==> config.mk <==
export PLATFORM = sky130hd
export DESIGN_NAME = gen_dec_pipe
export DESIGN_NICKNAME = d
export VERILOG_FILES = /design/src/rtl/gen_common_pkg.sv /design/src/rtl/gen_skid_buf.sv /design/src/rtl/gen_dec_pipe.sv
export SDC_FILE = /design/constraint.sdc
export NUM_CORES = 1
export LEC_CHECK = 0
export CORE_MARGIN = 4
export CORE_UTILIZATION = 39
export DETAILED_ROUTE_END_ITERATION = 6
export MAX_ROUTING_LAYER = met4
export PLACE_DENSITY = 0.73
export SKIP_LAST_GASP = 1
export SYNTH_ARGS = -nofsm -noshare
export SYNTH_HDL_FRONTEND = slang
export SYNTH_SLANG_ARGS = --single-unit
export TNS_END_PERCENT = 5
==> constraint.sdc <==
create_clock -name clk -period 1.2 [get_ports clk]
set_input_delay 0.18 -clock clk [delete_from_list [all_inputs] [get_ports clk]]
set_output_delay 0.18 -clock clk [all_outputs]
set_load 0.05 [all_outputs]
==> src/rtl/gen_common_pkg.sv <==
// Shared types for the gen_common block library.
package gen_common_pkg;

  // Occupancy of a two-entry main/skid output stage.
  typedef enum logic [1:0] {
    EMPTY = 2'd0,
    ONE   = 2'd1,
    TWO   = 2'd2
  } occ_e;

endpackage

==> src/rtl/gen_skid_buf.sv <==
// Two-entry skid buffer: main output register plus one skid register.
// in_rdy is registered and depends only on the next occupancy, so there is
// no combinational path from out_rdy back to in_rdy.
module gen_skid_buf
  import gen_common_pkg::*;
#(
  parameter int W = 8
) (
  input  logic         clk,
  input  logic         rst,
  input  logic         in_vld,
  output logic         in_rdy,
  input  logic [W-1:0] in_data,
  output logic         out_vld,
  input  logic         out_rdy,
  output logic [W-1:0] out_data
);

  occ_e         state;
  logic [W-1:0] main_q;
  logic [W-1:0] skid_q;
  logic         in_xfer;
  logic         out_xfer;

  assign in_xfer  = in_vld && in_rdy;
  assign out_xfer = out_vld && out_rdy;
  assign out_data = main_q;

  // Occupancy state machine; moves entries between input, skid and main
  // and registers both handshake outputs from the next occupancy.
  always_ff @(posedge clk) begin
    if (rst) begin
      state   <= EMPTY;
      main_q  <= '0;
      skid_q  <= '0;
      in_rdy  <= 1'b0;
      out_vld <= 1'b0;
    end else begin
      case (state)
        EMPTY: begin
          in_rdy <= 1'b1;
          if (in_xfer) begin
            main_q  <= in_data;
            out_vld <= 1'b1;
            state   <= ONE;
          end
        end
        ONE: begin
          case ({in_xfer, out_xfer})
            2'b10: begin
              skid_q <= in_data;
              in_rdy <= 1'b0;
              state  <= TWO;
            end
            2'b01: begin
              out_vld <= 1'b0;
              in_rdy  <= 1'b1;
              state   <= EMPTY;
            end
            2'b11: begin
              main_q <= in_data;
              in_rdy <= 1'b1;
            end
            default: begin
              in_rdy <= 1'b1;
            end
          endcase
        end
        TWO: begin
          if (out_xfer) begin
            main_q <= skid_q;
            in_rdy <= 1'b1;
            state  <= ONE;
          end
        end
        default: begin
          state   <= EMPTY;
          in_rdy  <= 1'b1;
          out_vld <= 1'b0;
        end
      endcase
    end
  end

endmodule

==> src/rtl/gen_dec_pipe.sv <==
// Registered binary-to-one-hot decoder with valid/ready on both sides.
// Out-of-range indices produce an all-zero vector with out_err set and are
// counted in a saturating error counter.
module gen_dec_pipe
  import gen_common_pkg::*;
#(
  parameter  int DAT_OUT_W = 4,
  parameter  int ERR_CNT_W = 8,
  localparam int DAT_IN_W  = $clog2(DAT_OUT_W)
) (
  input  logic                 clk,
  input  logic                 rst,
  input  logic                 in_vld,
  output logic                 in_rdy,
  input  logic [DAT_IN_W-1:0]  dat_in,
  output logic                 out_vld,
  input  logic                 out_rdy,
  output logic [DAT_OUT_W-1:0] dat_out,
  output logic                 out_err,
  input  logic                 err_clr,
  output logic [ERR_CNT_W-1:0] err_cnt
);

  // Widened limit so the range test also works when DAT_OUT_W is a power of 2.
  localparam logic [DAT_IN_W:0] IDX_LIMIT = (DAT_IN_W + 1)'(DAT_OUT_W);

  // Payload layout is {one-hot vector, error flag}.
  function automatic logic [DAT_OUT_W:0] decode(input logic [DAT_IN_W-1:0] idx);
    logic [DAT_OUT_W-1:0] onehot;
    logic                 err;
    onehot = '0;
    err    = 1'b1;
    if ({1'b0, idx} < IDX_LIMIT) begin
      onehot[idx] = 1'b1;
      err         = 1'b0;
    end
    return {onehot, err};
  endfunction

  logic [DAT_OUT_W:0] in_payload;
  logic [DAT_OUT_W:0] out_payload;
  logic               err_event;

  assign in_payload = decode(dat_in);
  assign err_event  = in_vld && in_rdy && in_payload[0];
  assign dat_out    = out_payload[DAT_OUT_W:1];
  assign out_err    = out_payload[0];

  gen_skid_buf #(
    .W(DAT_OUT_W + 1)
  ) u_skid (
    .clk      (clk),
    .rst      (rst),
    .in_vld   (in_vld),
    .in_rdy   (in_rdy),
    .in_data  (in_payload),
    .out_vld  (out_vld),
    .out_rdy  (out_rdy),
    .out_data (out_payload)
  );

  // Saturating error counter; a clear coinciding with a new event keeps that event.
  always_ff @(posedge clk) begin
    if (rst) begin
      err_cnt <= '0;
    end else if (err_clr) begin
      err_cnt <= err_event ? ERR_CNT_W'(1) : '0;
    end else if (err_event && (err_cnt != '1)) begin
      err_cnt <= err_cnt + ERR_CNT_W'(1);
    end
  end

endmodule

==> impl_results.md, run 1 <==
* Outcome: completed
* Count of different cell masters after synthesis at 29
* # H-tree levels at 1
* Nets@finish at about 100
* CTS sink cnt at 12
* Final period util at 0.9849
* Largest net degree at the start of global routing at 10
* RR Endpoint: u_skid.out_data[1]$_SDFFE_PP0P_
* Global-route wire length before repair at 2270 µm
* Total number of vias at 589
* Unrepaired setup endpoints after global routing: true
* Setup TNS Final at 0 ps
* Diodes inserted at 0
* Post-Synth XOR/XNOR Area at 0
* Die width at about 50 µm
* Total power draw at 0.001072 W
* Initial Utilization at 0.4270
* DRC at 0
* Dpl cell area at approximately 860 µm²
* Number of vias per cell at roughly 5.4
* Pwr/cell area at 1154 mW/mm²
* Post-DR wirelength/cell at around 13 µm
* Proportion of layout cells with a drive suffix above 1 at 0.3226
* Simple-gate share of the synthesized area at 0.1992
* VDD IR-drop max at 0.7230 mV
* Hold wc startpoint: out_rdy
* Worst reg-to-reg setup slack at 20 ps
* Hold_ws at 340.0 ps
* Mapped Cells at 74
* CTS Buf Count at 3
* Most common cell after layout, fill and taps aside: conb_1
* Clk_skew at ~7.1 ps
* PortBufs at 11
* Mean Syn Cell Area at roughly 9.0 µm²
* WHS Endpoint: u_skid.out_vld$_SDFFE_PP0P_
* Reg clk slew, reported paths at 80 ps
* Fill cells at 121
* Routed WL at around 1400 µm
* Row count at 14
* Worst setup margin at 18.07 ps
* All-layer global routing usage at 0.1246
* Antenna violations before repair at 0
* Die span in y at 49.32 µm
* Leakage at around 0.4 nW
* Place WS at -269.4 ps
* DR iter-0 viols at 17
* Cell area after layout at 928.4 µm²
* Die Area at 0.002432 mm²
* Min Tclk post-route at roughly 1200 ps
* 1st-pass router iterations at 5
* Post-synthesis mux area share at 0.04511
* Vias in the first global route at about 530
* Max Slew Vio Count at 0
* Worst Reg-to-Reg Cells at 3
* Adder-cell share of the synthesized area at 0
* Total I/O pin count at 22
* Post-detail-place hpwl at between 1000 and 1500 µm
* Complex-gate fraction of the synthesized area at 0.2519
* # Max-Cap Violations at 0
* Arrival time at the worst endpoint at 1370 ps
* Antenna viol nets, final at 0
* Fin. Hold Viols at 0
* Grt total ovfl at 0
* Core area at 0.001559 mm²
* Hold Path Cell Cnt at 3
* Gpl congestion at 0.8399
* FMAX at 0.8461 GHz
* Crit. End Element: flip-flop
* Sequential share of the synthesized area at 0.3609
* Largest family of logic cells by synthesized area: compound AO/OA/AOI/OAI gates
* Worst-path fanout max at 8
* Worst skew pair latency at 270 ps
* Commonest non-fill, non-tap cells in the layout: conb_1, buf_4, dfxtp_1
* Area growth syn-to-layout at 39.47%
* WS Path Type: flip-flop to flip-flop
* Min-delay worst type: primary input to flip-flop
* Reg-to-reg startpoint: u_skid.state[0]$_SDFFE_PP0P_
* Setup violators final at 0
* CP Data Required Time at 1380 ps
* Clock buffer depth at 2
* YS warnings at 0
* Root Driver: clkbuf_4
* Startpoint types: flip-flop
* CTS tree: built
* Yosys reg bits at 12
* Syn Std Cell Area at ~670 µm²
==> cells by family after synthesis <==
family,after synthesis
other,1
multiplexers,3
buffers and inverters,13
AND/OR/NAND/NOR,19
flip-flops,12
AO/OA/AOI/OAI,26
==> worst max-delay path by stage <==
stage / startpoint / endpoint / slack, ps / cells after the start
2_1_floorplan: u_skid.in_rdy$_SDFFE_PP0P_ / u_skid.out_data[4]$_SDFFE_PP0P_ / 30 / 4
3_3_place_gp: in_vld / u_skid.out_data[2]$_SDFFE_PP0P_ / -220 / 4
3_5_place_dp: in_vld / u_skid.out_data[1]$_SDFFE_PP0P_ / -270 / 4
4_1_cts: in_vld / u_skid.out_data[1]$_SDFFE_PP0P_ / 1 / 4
5_1_grt: u_skid.state[0]$_SDFFE_PP0P_ / u_skid.out_data[1]$_SDFFE_PP0P_ / -30 / 3
6_report: u_skid.state[0]$_SDFFE_PP0P_ / u_skid.out_data[1]$_SDFFE_PP0P_ / 20 / 3
==> area by class of cell <==
cell class / instances / area (µm²) / share of cell area
multi-input cells: 57 / 390.4 / 0.4205
flip-flops and latches: 12 / 252.7 / 0.2722
repair buffers: 19 / 235.2 / 0.2534
clock buffers: 4 / 26.28 / 0.02830
well taps: 16 / 20.02 / 0.02156
inverters: 1 / 3.754 / 0.004043
==> worst max-delay path, cell delays in order (launching register included) <==
cell	delay, ps
dfxtp_4	380
a21bo_4	260
a21o_1	240
a211oi_1	220
==> layer usage <==
| metal | share of wire | global-route usage |
|---|---|---|
| met1 | 0.44 | 0.1373 |
| met3 | 0.044 | 0.03058 |
| met4 | 0.0050 | 0.05687 |
| met5 | 0 | - |
| met2 | 0.51 | 0.2098 |
==> sequential cells by signal, indices dropped and copies added, names as in the netlist <==
register	flops
u_skid.out_data	4
u_skid.out_vld	1
u_skid.state	2
u_skid.skid_q	4
u_skid.in_rdy	1
==> through the flow <==
step,utilization,cells
5_1_grt,0.5955,109
6_report,0.5955,109
3_3_place_gp,0.5490,104
4_1_cts,0.5803,109
2_1_floorplan,-,82
3_5_place_dp,0.5490,104
==> cells in the mapped netlist (all sizes together) <==
| master | number | area [µm²] |
|---|---|---|
| clkbuf | 1 | 3.750 |
| nand2 | 2 | 7.510 |
| nor2 | 1 | 3.750 |
| and2 | 1 | 6.260 |
| nand4 | 2 | 12.51 |
| a211oi | 9 | 67.56 |
| conb | 1 | 3.750 |
| buf | 11 | 83.82 |
| nor2b | 2 | 12.51 |
| inv | 1 | 3.750 |
| o21bai | 1 | 7.510 |
| nand4b | 1 | 8.760 |
| or2b | 1 | 7.510 |
| a21bo | 1 | 10.01 |
| o21ai | 6 | 30.03 |
| mux2i | 3 | 30.03 |
| a211o | 1 | 8.760 |
| and4b | 3 | 32.53 |
| nand3b | 1 | 7.510 |
| a21o | 1 | 7.510 |
| a21oi | 6 | 30.03 |
| dfxtp | 12 | 240.2 |
| a31oi | 1 | 6.260 |
| nand3 | 3 | 15.01 |
| and3b | 2 | 18.77 |
==> report_power, final <==
| group | switching (W) | total [W] | internal (W) |
|---|---|---|---|
| registers | 0.0000379 | 0.000461 | 0.000423 |
| clock network | 0.000127 | 0.000255 | 0.000128 |
| logic | 0.000203 | 0.000356 | 0.000153 |
| total | 0.000368 | 0.00107 | 0.000704 |
==> timing repair <==
action | 4_1_cts | 5_1_grt
hold buffers | 0 | 0
buffers inserted | 1 | 0
resized for setup | 6 | 6
pin swaps | 1 | 4
gates cloned | 0 | 0
endpoints found under the setup margin | 4 | 5
(Power assumes the default switching activity.)
==> inputs of run 2 (changes only) <==
--- a/config.mk
+++ b/config.mk
@@ -11,6 +11,7 @@
 export MAX_ROUTING_LAYER = met4
 export PLACE_DENSITY = 0.73
 export SKIP_LAST_GASP = 1
+export SLEW_MARGIN = 20
 export SYNTH_ARGS = -nofsm -noshare
 export SYNTH_HDL_FRONTEND = slang
 export SYNTH_SLANG_ARGS = --single-unit
==> results of run 2 <==
No change in the layout: final DEF, timing and power equal those of run 1.
